$ cat config.mk
export PLATFORM = sky130hd
export DESIGN_NAME = seg7_shift_ctrl
export DESIGN_NICKNAME = d
export VERILOG_FILES = /design/src/rtl/seg7_shift_ctrl.sv
export SDC_FILE = /design/constraint.sdc
export NUM_CORES = 1
export LEC_CHECK = 0
export CAP_MARGIN = 20
export CORE_ASPECT_RATIO = 0.6
export CORE_MARGIN = 2
export CORE_UTILIZATION = 50
export CTS_BUF_LIST = sky130_fd_sc_hd__clkbuf_4 sky130_fd_sc_hd__clkbuf_8 sky130_fd_sc_hd__clkbuf_16
export CTS_CLUSTER_DIAMETER = 60
export CTS_CLUSTER_SIZE = 28
export DETAILED_ROUTE_END_ITERATION = 8
export DONT_BUFFER_PORTS = 1
export PLACE_DENSITY = 0.74
export SYNTH_ARGS = -nofsm -noshare
export SYNTH_HDL_FRONTEND = slang
export SYNTH_SLANG_ARGS = --single-unit
$ cat constraint.sdc
create_clock -name clk -period 4.96 [get_ports clk]
set_input_delay 0.744 -clock clk [delete_from_list [all_inputs] [get_ports clk]]
set_output_delay 0.744 -clock clk [all_outputs]
set_load 0.1 [all_outputs]
$ cat src/rtl/seg7_shift_ctrl.sv
// Serial refresh controller for a chain of shift-register-driven 7-segment digits.
// Optional flashing of selected digits is built only when SEG7_FLASH_EN is defined.
module seg7_shift_ctrl #(
   parameter int DIGITS  = 8,
   parameter int CLK_DIV = 2
) (
   input  logic                  clk,
   input  logic                  rstn,
   input  logic                  start,
   input  logic [4*DIGITS-1:0]   hexs,
   input  logic                  raw_mode,
   input  logic [8*DIGITS-1:0]   raw,
   input  logic [DIGITS-1:0]     point,
   input  logic [DIGITS-1:0]     les,
   input  logic [DIGITS-1:0]     flash_mask,
   input  logic                  flash_tick,
   output logic                  seg_clk,
   output logic                  seg_sout,
   output logic                  seg_pen,
   output logic                  seg_clrn,
   output logic                  busy,
   output logic                  done
);

   localparam int FRAME_W = 8 * DIGITS;
   localparam int DIV_W   = $clog2(2 * CLK_DIV);
   localparam int BIT_W   = $clog2(FRAME_W);

   localparam logic [DIV_W-1:0] DIV_HALF = DIV_W'(CLK_DIV - 1);
   localparam logic [DIV_W-1:0] DIV_LAST = DIV_W'(2 * CLK_DIV - 1);
   localparam logic [BIT_W-1:0] BIT_LAST = BIT_W'(FRAME_W - 1);

   typedef enum logic [1:0] {IDLE, LOAD, SHIFT, LATCH} state_t;

   state_t               state, state_next;
   logic [FRAME_W-1:0]   frame, frame_next;
   logic [DIV_W-1:0]     div_cnt;
   logic [BIT_W-1:0]     bit_cnt;
   logic                 pending;
   logic                 shift_end;

   // Active-low font: bit0 = a ... bit6 = g, bit7 = dp (off).
   function automatic logic [7:0] hex_font(input logic [3:0] nib);
      case (nib)
         4'h0:    hex_font = 8'hC0;
         4'h1:    hex_font = 8'hF9;
         4'h2:    hex_font = 8'hA4;
         4'h3:    hex_font = 8'hB0;
         4'h4:    hex_font = 8'h99;
         4'h5:    hex_font = 8'h92;
         4'h6:    hex_font = 8'h82;
         4'h7:    hex_font = 8'hF8;
         4'h8:    hex_font = 8'h80;
         4'h9:    hex_font = 8'h90;
         4'hA:    hex_font = 8'h88;
         4'hB:    hex_font = 8'h83;
         4'hC:    hex_font = 8'hC6;
         4'hD:    hex_font = 8'hA1;
         4'hE:    hex_font = 8'h86;
         default: hex_font = 8'h8E;
      endcase
   endfunction

`ifdef SEG7_FLASH_EN
   logic flash_phase;

   always_ff @(posedge clk or negedge rstn) begin
      if (!rstn) flash_phase <= 1'b0;
      else       flash_phase <= flash_phase ^ flash_tick;
   end
`else
   logic unused_flash;
   assign unused_flash = ^{flash_mask, flash_tick};
`endif

   always_comb begin
      // NOTE: default first so every path assigns frame_next and no latch is inferred.
      frame_next = '1;
      for (int i = 0; i < DIGITS; i++) begin
         logic [7:0] b;
         b = raw_mode ? raw[8*i +: 8] : hex_font(hexs[4*i +: 4]);
         if (point[i]) b[7] = 1'b0;
         if (les[i])   b    = 8'hFF;
`ifdef SEG7_FLASH_EN
         if (flash_phase && flash_mask[i]) b = 8'hFF;
`endif
         frame_next[8*i +: 8] = b;
      end
   end

   assign shift_end = (div_cnt == DIV_LAST) && (bit_cnt == BIT_LAST);

   always_ff @(posedge clk or negedge rstn) begin
      if (!rstn) state <= IDLE;
      else       state <= state_next;
   end

   always_comb begin
      state_next = state;
      case (state)
         IDLE:    if (start || pending) state_next = LOAD;
         LOAD:    state_next = SHIFT;
         SHIFT:   if (shift_end) state_next = LATCH;
         default: state_next = IDLE;
      endcase
   end

   assign busy = (state != IDLE);

   always_ff @(posedge clk or negedge rstn) begin
      if (!rstn) begin
         // NOTE: sequential state uses non-blocking assignments so all registers update together.
         frame    <= '1;
         seg_clk  <= 1'b1;
         seg_sout <= 1'b0;
         seg_pen  <= 1'b0;
         seg_clrn <= 1'b0;
         done     <= 1'b0;
         pending  <= 1'b0;
         div_cnt  <= '0;
         bit_cnt  <= '0;
      end else begin
         seg_clrn <= 1'b1;
         done     <= (state == LATCH);
         seg_pen  <= !(state_next == SHIFT || state_next == LATCH);

         // A start in IDLE (including the done cycle) launches directly; otherwise it is remembered once.
         if (state == IDLE) begin
            if (start || pending) pending <= 1'b0;
         end else if (start) begin
            pending <= 1'b1;
         end

         case (state)
            LOAD: begin
               frame    <= frame_next;
               seg_sout <= frame_next[FRAME_W-1];
               seg_clk  <= 1'b0;
               div_cnt  <= '0;
               bit_cnt  <= '0;
            end
            SHIFT: begin
               if (div_cnt == DIV_LAST) begin
                  div_cnt <= '0;
                  if (bit_cnt != BIT_LAST) begin
                     frame    <= {frame[FRAME_W-2:0], 1'b1};
                     seg_sout <= frame[FRAME_W-2];
                     seg_clk  <= 1'b0;
                     bit_cnt  <= bit_cnt + BIT_W'(1);
                  end
               end else begin
                  div_cnt <= div_cnt + DIV_W'(1);
                  if (div_cnt == DIV_HALF) seg_clk <= 1'b1;
               end
            end
            default: seg_clk <= 1'b1;
         endcase
      end
   end

endmodule

# After elaboration in Yosys (flattened, before gate mapping)
# Memories as Yosys holds them, arrays and structs flattened.
# Index checks and enable logic that the tools add are counted.
[classes]
n_addsub = 2
eq_ne = 14
muxes = 45
reduce_logical = 11
[op_table]
columns = ["operator", "count"]
rows = [
  ["$mux W8", 16],
  ["$mux W63", 2],
  ["$pmux W63 S2", 1],
  ["$mux W1", 16],
  ["$mux W6", 2],
  ["$pmux W6 S2", 1],
  ["$eq A2 B2 Y1 const B", 5],
  ["$add A6 B1 Y6 const B", 1],
  ["$eq A6 B6 Y1 const B", 1],
  ["$mux W2", 3],
  ["$ne A2 B2 Y1 const B", 3],
  ["$ne A3 B3 Y1 const B", 2],
  ["$ne A6 B6 Y1 const B", 1],
  ["$pmux W2 S3", 1],
  ["$reduce_bool A2 Y1", 3],
  ["$eq A2 B1 Y1 const B", 2],
  ["$pmux W1 S2", 2],
  ["$pmux W2 S2", 1],
  ["$reduce_and A2 Y1", 2],
  ["$reduce_and A3 Y1", 1],
  ["$add A2 B1 Y2 const B", 1],
  ["$logic_not A2 Y1", 1],
  ["$logic_or A1 B1 Y1", 2],
  ["$logic_and A1 B1 Y1", 1],
  ["$logic_not A1 Y1", 1],
]
[totals]
register_bits = 79
rom_bits = 896
out_inout_bits = 6
elab_cells = 90
memories = 8
[memory_table]
columns = ["name", "words", "width", "read_ports", "rd_ports_with_merged_regs", "wr", "line_no", "source"]
rows = [
  ["(name not given)", 16, 7, 1, 0, 0, "44", "case (nib)"],
  ["(name not given)", 16, 7, 1, 0, 0, "44", ""],
  ["(name not given)", 16, 7, 1, 0, 0, "44", ""],
  ["(name not given)", 16, 7, 1, 0, 0, "44", ""],
  ["(name not given)", 16, 7, 1, 0, 0, "44", ""],
  ["(name not given)", 16, 7, 1, 0, 0, "44", ""],
  ["+2 memories", "-", "-", "-", "-", "-", "-", ""],
]

# Depth between registers and ports, before layout
# Gate-level depths: netlist of the first run.
[depth]
word_depth = 7
mapped_depth = 9
ltp_nobuf = 6

# Worst setup path before layout of the first run
# Ideal clock, no wire load.
[synth_timing]
path_kind = "register to output"
from = "register state[0]"
to = "output port busy"
arrival_ns = 1.277
required_ns = 4.216
setup_slack_ns = 2.939
path_stages_with_launch = 4
path_cell_list = "dfrtp_1 -> inv_1 -> ha_1 -> inv_1"
[synth_between]
elab_chain_cells = 1
[synth_lines]
columns = ["item", "line_no", "source"]
rows = [
  ["from (decl)", "35", "state_t state, state_next;"],
  ["from (signal assigned)", "95", "else state <= state_next;"],
  ["$reduce_bool A2 Y1", "108", "assign busy = (state != IDLE);"],
  ["to (decl)", "21", "output logic busy,"],
]
# Every way passes these cells.

# Final worst setup path of the first run
[layout_timing]
from = "register state[0]"
to = "register frame[37]"
[layout_between]
elab_chain_cells = 3
word_cells_on_any_way = 7
[layout_lines]
columns = ["item", "line_no", "source"]
rows = [
  ["$eq A2 B2 Y1 / $eq A2 B1 Y1 (equally long branches)", "134", "case (state)"],
  ["$ne A2 B2 Y1 (no line) / $reduce_bool A2 Y1 (equally long branches)", "-", ""],
  ["$reduce_and A3 Y1 (no line)", "-", ""],
  ["to (signal assigned)", "136", "frame <= frame_next;"],
  ["to (signal assigned)", "146", "frame <= {frame[FRAME_W-2:0], 1'b1};"],
  ["to (decl)", "36", "logic [FRAME_W-1:0] frame, frame_next;"],
]
# Parallel ways exist; a longest one is shown, timed or not.
# A chain may end at the register's enable or synchronous reset.

==> flow_summary.ini, run 1 <==
[status]
status = completed

[min_path]
hold_path_class = primary input to async pin

[global_routing]
grt-ovfl-total = 0
grt_pass1_vias = 5162
track_usage = 0.232
grt_antenna_before_repair = 0
grt_pass1_wl_mm = 26.0
grt_max_degree = 106

[die]
die_area_um2 = 14100
dieWidth_um = 152
io_pins = 131
die_h_um = 92.7
rows = 32
core_um2 = 12800
start_util = 0.511

[detailed_routing]
via_per_inst = 6.15
via_count = 5353
postRouteAntennaNets = 0
first_pass_iters = 5
drc = 0
routedWlPerCell_um = 18.2
drtIter0Drc = 271
wl_mm = 15.9

[logic_synthesis]
netlist_instances = 735
synth_area_leader_cell = dfstp_2
syn_area_per_cell_um2 = 8.91
yosys.area.top_type_share = 0.257
ys.flop_type = dfstp_2
syn_nets = 924
yosysUniqueCellTypes = 60
synth_seq_cells = 79
synthTopCellsByArea = dfstp_2 (26%), ha_1 (12%), mux2i_1 (6.3%)
syn_area_um2 = 6550
synth_edf_count = 0
async_flop_share = 1.00
netlist_top_cells_count = dfstp_2 (64), ha_1 (64), o21ai_0 (64)
ys_seq_area_frac = 0.314
ys_warn_count = 0

[critical_path]
worstSetupPathType = flip-flop to flip-flop
cp.required_ps = 5220
reg2reg_to = frame[37]$_DFFE_PN1P_
reg2reg_depth = 7
cp_data_arrival_time_ps = 2820
reg2reg_slack_ps = 2400
path_max_fanout = 35
endpoint_kind = flip-flop
reg2reg_from = state[0]$_DFF_PN0_
start_kind = flip-flop

[clocking]
cts_hold_buf = 0
cts.path.max_buffers = 2
cts_setup_buffers = 0
cts_resized = 0
cts_sinks = 79
cts_tree = built
h-tree-depth = 3
cts_buffers = 9
path_clk_slew_ps = 60
insertion_delay_ps = 340
cts_root_buf = clkbuf_16

[job]
drv_cap = 0

[sta]
fin_setup_tns_ps = 0
fmax_mhz = 391
hold-worst-slack_ps = 115
setup_viol = 0
finalCriticalPeriod_ps = 2560
worst_slack_ps = 2400
slew_viol_final = 0
worstMarginPinSlew_ps = 899
fin_worst_skew_ps = 4.17
period_share = 0.516
max_slew_margin = 0.401
hold_viol_final = 0
rsz0062_at_grt = false

[placed_design]
place_congestion = 0.905
dp_slack_ps = 2450
placed_cells = 854
place_area_um2 = 6500
dp_hpwl_mm = 11.1
port_buffers = 0

[cells_and_area]
fin_area_um2 = 6820
final_core_util = 0.533
syn2layout_area_growth_pct = 4.18
drive_gt1_frac = 0.154
antenna_cells = 0
fin_nets = 884
final_cells = 870

[power_and_ir_drop]
total_power_mw = 1.61
vdd_ir_drop_max_mv = 0.213
leakage_nw = 2.84
power.density_nw_per_um2 = 237
how the worst max path moves through the flow:
stage	endpoint	slack, ps	depth (start not counted)	start
5_1_grt	frame[37]$_DFFE_PN1P_	2260	7	state[0]$_DFF_PN0_
4_1_cts	frame[37]$_DFFE_PN1P_	2410	7	state[0]$_DFF_PN0_
2_1_floorplan	busy	2940	3	state[0]$_DFF_PN0_
3_3_place_gp	frame[37]$_DFFE_PN1P_	2510	7	state[0]$_DFF_PN0_
6_report	frame[37]$_DFFE_PN1P_	2400	7	state[0]$_DFF_PN0_
3_5_place_dp	frame[37]$_DFFE_PN1P_	2450	7	state[0]$_DFF_PN0_
layout by cell type, fill, tap and decap left out, types with 8 or more instances in the layout:
cell,n
ha_1,63
o31ai_1,10
dfrtp_1,15
inv_1,48
nor2_1,43
nor2b_1,17
nand2_1,59
a2111oi_0,13
clkbuf_16,9
nand3_1,8
nand2b_1,19
dfstp_2,64
a22o_1,9
o21ai_0,64
a211oi_1,23
o22ai_1,15
nor3_1,16
o311ai_0,8
mux2i_1,41
a31oi_1,12
a21oi_1,36
or3_1,11
routing by layer:
layer / vias up / track usage / wire length, µm / part of all wire
met3: 21 / 0.0685 / 1370 / 0.086
li1: 2583 / - / - / -
met1: 2544 / 0.333 / 7440 / 0.47
met5: - / 0 / 0 / 0
met2: 205 / 0.342 / 6810 / 0.43
met4: 0 / 0.0563 / 250 / 0.016
final cells by class:
class / instances / area [µm²]
Clock buffer: 9 / 225
Clock inverter: 7 / 96.3
Fill cell: 1135 / 5990
Inverter: 50 / 188
Multi-Input combinational cell: 552 / 4010
Sequential cell: 79 / 2060
Tap cell: 170 / 213
Timing Repair Buffer: 3 / 35.0
sequential cells by signal (all words and copies together) (netlist names), 2 cells and up:
| name | count |
|---|---|
| frame | 63 |
| bit_cnt | 6 |
| state | 2 |
| div_cnt | 2 |
cell families (layout without fill, tap and decap cells):
| group | count (synthesis) | count (layout) | synth area share |
|---|---|---|---|
| other cells | 1 | 1 | 0.000573 |
| mux | 54 | 54 | 0.0971 |
| xor+xnor | 7 | 7 | 0.00936 |
| fa+ha+maj | 64 | 64 | 0.122 |
| flops | 79 | 79 | 0.314 |
| compound gates | 233 | 233 | 0.239 |
| buf+inv | 104 | 69 | 0.0743 |
| simple gates | 193 | 193 | 0.143 |
worst max-delay path, cell delays in order, from the launching register on:
cell	delay (ps)
dfrtp_1	440
inv_1	100
ha_2	260
and3_2	240
a21oi_4	500
buf_4	480
o21ai_0	230
o21ai_0	210
report_power, final:
group	total, mW	leakage [nW]	internal (mW)	switching [mW]
Combinational	0.176	1.84	0.0901	0.0857
Sequential	0.727	0.858	0.702	0.0250
Clock	0.712	0.148	0.441	0.270
No activity file was read; power rests on OpenSTA's default activity.
==> run 2: changes to the inputs <==
==> constraint.sdc (replaced) <==
create_clock -name clk -period 2.5 [get_ports clk]
set_input_delay 0.375 -clock clk [delete_from_list [all_inputs] [get_ports clk]]
set_output_delay 0.375 -clock clk [all_outputs]
set_load 0.1 [all_outputs]
==> run 2 against run 1 <==
Clock power increased by 85%; non-clock buffer count grew 6; clock-buffer cell count increased by 2; worst setup slack lost 2100 ps; routed wire length increased by 1.6%; critical endpoint is now frame[43]$_DFFE_PN1P_; die area stayed put; register-to-register slack lost 2100 ps; clock skew increased by 3.7 ps.
==> flow_summary.ini, run 2 (synthesized netlist as in run 1, its figures left out) <==
[detailed_routing]
via_count = 5386
via_per_inst = 6.15
postRouteAntennaNets = 0
drtIter0Drc = 298
routedWlPerCell_um = 18.4
wl_mm = 16.1
drc = 0
first_pass_iters = 5

[critical_path]
cp_data_arrival_time_ps = 2440
cp_top_family = compound AO/OA/AOI/OAI gates
worstSetupPathType = flip-flop to flip-flop
path_max_fanout = 36
critPathMaxStageDelay_ps = 440
path_cells = inv_1 -> ha_2 -> mux2i_4 -> a21o_2 -> buf_12 -> a211oi_1 -> a211oi_1
slowest_stage = dfrtp_1
critPathMostFrequentCell = a211oi_1
crit_buf_inv = 2
start_kind = flip-flop
endpoint_kind = flip-flop
cp.required_ps = 2740

[cells_and_area]
drive_gt1_frac = 0.160
fin_nets = 890
mostFrequentLayoutCells = o21ai_0 (64), dfstp_2 (64), ha_1 (63)
syn2layout_area_growth_pct = 5.52
largest_register_ff_count = 63
antenna_cells = 0
reg.largest.list = frame (63), bit_cnt (6)
top_register = frame

[global_routing]
grt_antenna_before_repair = 0
use_met2 = 0.347
use_met1 = 0.344
track_usage = 0.234
grt_pass1_wl_mm = 26.3
grt_pass1_vias = 5242
grt-ovfl-total = 0
grtUsageMet3 = 0.0542
busiest_layer = met2
grt_max_degree = 106

[sta]
rsz0062_at_grt = false
worstMarginPinSlew_ps = 896
finalCriticalPeriod_ps = 2190
hold_viol_final = 0
max_slew_margin = 0.403
fmax_mhz = 456
fin_worst_skew_ps = 7.92
setup_viol = 0
fin_setup_tns_ps = 0
slew_viol_final = 0
period_share = 0.878

[power_and_ir_drop]
power.density_nw_per_um2 = 455
total_power_mw = 3.15
vdd_ir_drop_max_mv = 0.395
leakage_nw = 2.89

[clocking]
cts.path.max_buffers = 2
insertion_delay_ps = 330
cts_tree = built
cts_sinks = 79
cts_setup_buffers = 0
cts_resized = 0
cts_root_buf = clkbuf_16
cts_buffers = 9
path_clk_slew_ps = 60
h-tree-depth = 3

[min_path]
hold_path_class = primary input to flip-flop

[placed_design]
port_buffers = 0
place_congestion = 0.905
dp_hpwl_mm = 11.4

[die]
rows = 32
start_util = 0.511
die_area_um2 = 14100
io_pins = 131
die_h_um = 92.7
dieWidth_um = 152
core_um2 = 12800

[job]
drv_cap = 0

[status]
status = completed
## run 2: metrics by stage
| stage | setup slack [ps] | hold slack, ps | utilization | cells | instance area [µm²] |
|---|---|---|---|---|---|
| global route | 168 | 218 | 0.539 | 876 | 6910 |
| CTS | 272 | 195 | 0.539 | 876 | 6910 |
| detailed placement | 269 | 85.9 | 0.513 | 858 | 6570 |
| floorplan | 692 | 79.4 | - | 735 | 6550 |
| finish | 305 | 194 | 0.539 | 876 | 6910 |
| global placement | 411 | 87.2 | 0.513 | 858 | 6570 |
## run 2: area by class of cell
type | count | area, µm²
inverter | 50 | 188
timing repair buffer | 9 | 140
fill | 1172 | 5900
sequential | 79 | 2060
clock buffer | 11 | 246
clock inverter | 5 | 57.6
multi-input combinational | 552 | 4010
tap | 170 | 213
## run 2: path summary, 6_finish.rpt
kind / cells after the start / slack, ps / startpoint / endpoint
setup / recovery: 7 / 310 / state[0]$_DFF_PN0_ / frame[43]$_DFFE_PN1P_
max in group asynchronous: 2 / 1510 / rstn / frame[13]$_DFFE_PN1P_
min in group asynchronous: 2 / 640 / rstn / seg_clrn$_DFF_PN0_
hold reg to reg: 2 / 470 / frame[12]$_DFFE_PN1P_ / frame[12]$_DFFE_PN1P_
setup reg to reg: 7 / 310 / state[0]$_DFF_PN0_ / frame[43]$_DFFE_PN1P_
hold / removal: 2 / 190 / start / pending$_DFFE_PN0P_
## run 2: worst reg2reg max path: stages, from the launching register on
cell,delay [ps]
dfrtp_1,440
inv_1,120
ha_2,330
mux2i_4,350
a21o_2,310
buf_12,240
a211oi_1,70
a211oi_1,250
## run 2: where the power goes
| part | internal, mW | switching (mW) |
|---|---|---|
| registers | 1.39 | 0.0508 |
| clock network | 0.810 | 0.512 |
| logic | 0.185 | 0.196 |
| total | 2.39 | 0.759 |
## run 2: per-layer routing
layer,up-vias,share of wire
met2,212,0.43
met3,17,0.084
li1,2593,-
met1,2564,0.47
met5,-,0
met4,0,0.013
## run 2: timing repair
item,CTS,global route
setup endpoints to repair,0,0
hold buffers,2,0
hold endpoints to repair,79,0
==> run 3: changes to the inputs <==
==> constraint.sdc (replaced) <==
create_clock -name clk -period 2.5 [get_ports clk]
set_input_delay 0.375 -clock clk [delete_from_list [all_inputs] [get_ports clk]]
set_output_delay 0.375 -clock clk [all_outputs]
set_load 0.05 [all_outputs]
==> run 3 against run 2 <==
Power grew 0.40%; global-route usage shrank 0.094 points; non-clock buffer count is 2 higher; largest cell class unchanged.
==> flow_summary.ini, run 3 (synthesized netlist as in run 1, its figures left out) <==
[global_routing]
grt_pass1_wl_mm = 26.0
use_met1 = 0.337
use_met2 = 0.351
grt_max_degree = 106
grtUsageMet3 = 0.0527
busiest_layer = met2
grt_pass1_vias = 5262
grt-ovfl-total = 0
grt_antenna_before_repair = 0
track_usage = 0.233

[cells_and_area]
final_core_util = 0.539
antenna_cells = 0
largest_register_ff_count = 63
fin_nets = 892
drive_gt1_frac = 0.162
syn2layout_area_growth_pct = 5.45
final_cells = 878
mostFrequentLayoutCells = o21ai_0 (64), dfstp_2 (64), ha_1 (63)
reg.largest.list = frame (63), bit_cnt (6)
top_register = frame

[detailed_routing]
wl_mm = 16.1
routedWlPerCell_um = 18.3
via_per_inst = 6.21
postRouteAntennaNets = 0
drtIter0Drc = 257
first_pass_iters = 4
via_count = 5454
drc = 0

[die]
rows = 32
core_um2 = 12800
io_pins = 131
start_util = 0.511
die_h_um = 92.7
die_area_um2 = 14100
dieWidth_um = 152

[critical_path]
critPathMostFrequentCell = a211oi_1
path_cells = inv_1 -> ha_2 -> mux2i_4 -> a21o_2 -> buf_12 -> a211oi_1 -> a211oi_1
cp.required_ps = 2740
cp_data_arrival_time_ps = 2450
crit_buf_inv = 2
critPathMaxStageDelay_ps = 450
worstSetupPathType = flip-flop to flip-flop
cp_top_family = compound AO/OA/AOI/OAI gates
slowest_stage = dfrtp_1
endpoint_kind = flip-flop
start_kind = flip-flop
path_max_fanout = 36

[clocking]
cts.path.max_buffers = 2
h-tree-depth = 3
cts_resized = 0
cts_tree = built
insertion_delay_ps = 340
cts_root_buf = clkbuf_16
cts_sinks = 79
path_clk_slew_ps = 60
cts_buffers = 9

[placed_design]
placed_cells = 860
port_buffers = 0
dp_hpwl_mm = 11.5
place_congestion = 0.894

[power_and_ir_drop]
power.density_nw_per_um2 = 457
vdd_ir_drop_max_mv = 0.303
leakage_nw = 2.90
total_power_mw = 3.16

[sta]
hold_viol_final = 0
slew_viol_final = 0
rsz0062_at_grt = false
period_share = 0.882
setup_viol = 0
worstMarginPinSlew_ps = 568
fmax_mhz = 454
max_slew_margin = 0.618
finalCriticalPeriod_ps = 2200
fin_worst_skew_ps = 10.1
fin_setup_tns_ps = 0

[status]
status = completed

[job]
drv_cap = 0

[min_path]
hold_path_class = primary input to flip-flop
==> run 3: cell types whose count changed in the layout (fill, tap and decap cells not counted), sizes merged <==
cell and delta:
clkinv +2, buf +2, clkinvlp -2
==> run 3: area by class of cell <==
cell class	count	area [µm²]
inverters	50	188
multi-input cells	552	4010
clock inverters	5	56.3
well taps	170	213
repair buffers	11	130
clock buffers	11	253
fillers	1146	5910
flip-flops and latches	79	2060
==> run 3: path summary, 6_finish.rpt <==
| check | slack (ps) | endpoint | from | cells after the start |
|---|---|---|---|---|
| setup / recovery | 300 | frame[43]$_DFFE_PN1P_ | state[0]$_DFF_PN0_ | 7 |
| hold / removal | 200 | pending$_DFFE_PN0P_ | start | 2 |
| setup reg to reg | 300 | frame[43]$_DFFE_PN1P_ | state[0]$_DFF_PN0_ | 7 |
| hold reg to reg | 470 | frame[16]$_DFFE_PN1P_ | frame[16]$_DFFE_PN1P_ | 2 |
| max in group asynchronous | 1560 | frame[62]$_DFFE_PN1P_ | rstn | 2 |
| min in group asynchronous | 610 | done$_DFF_PN0_ | rstn | 2 |
==> run 3: through the flow <==
step                      area [µm²]  worst slack, ps  hold slack [ps]
after floorplan                 6550              692             79.4
after global placement          6560              420             86.6
after detailed placement        6560              311             84.6
after CTS                       6910              277              191
after global routing            6910              131              200
final                           6910              296              199
==> run 3: power breakdown <==
group          leakage, nW  internal, mW  switching [mW]
clock network        0.152         0.826           0.520
registers            0.858          1.39          0.0411
logic                 1.89         0.185           0.194
total                 2.90          2.40           0.755
==> run 3: worst reg2reg max path, cell delays in order, from the launching register on <==
cell and delay, ps:
dfrtp_1 450, inv_1 120, ha_2 320, mux2i_4 340
a21o_2 330, buf_12 240, a211oi_1 80, a211oi_1 230
==> run 3: timing repair <==
action,CTS,global route
hold buffers,2,0
endpoints found under the hold margin,79,0
buffers inserted,0,0
==> run 3: metal layers <==
layer  vias to the layer above  part of all wire
met5                         -                 0
met4                         0             0.014
met3                        20             0.075
met2                       197              0.44
met1                      2641              0.47
li1                       2596                 -
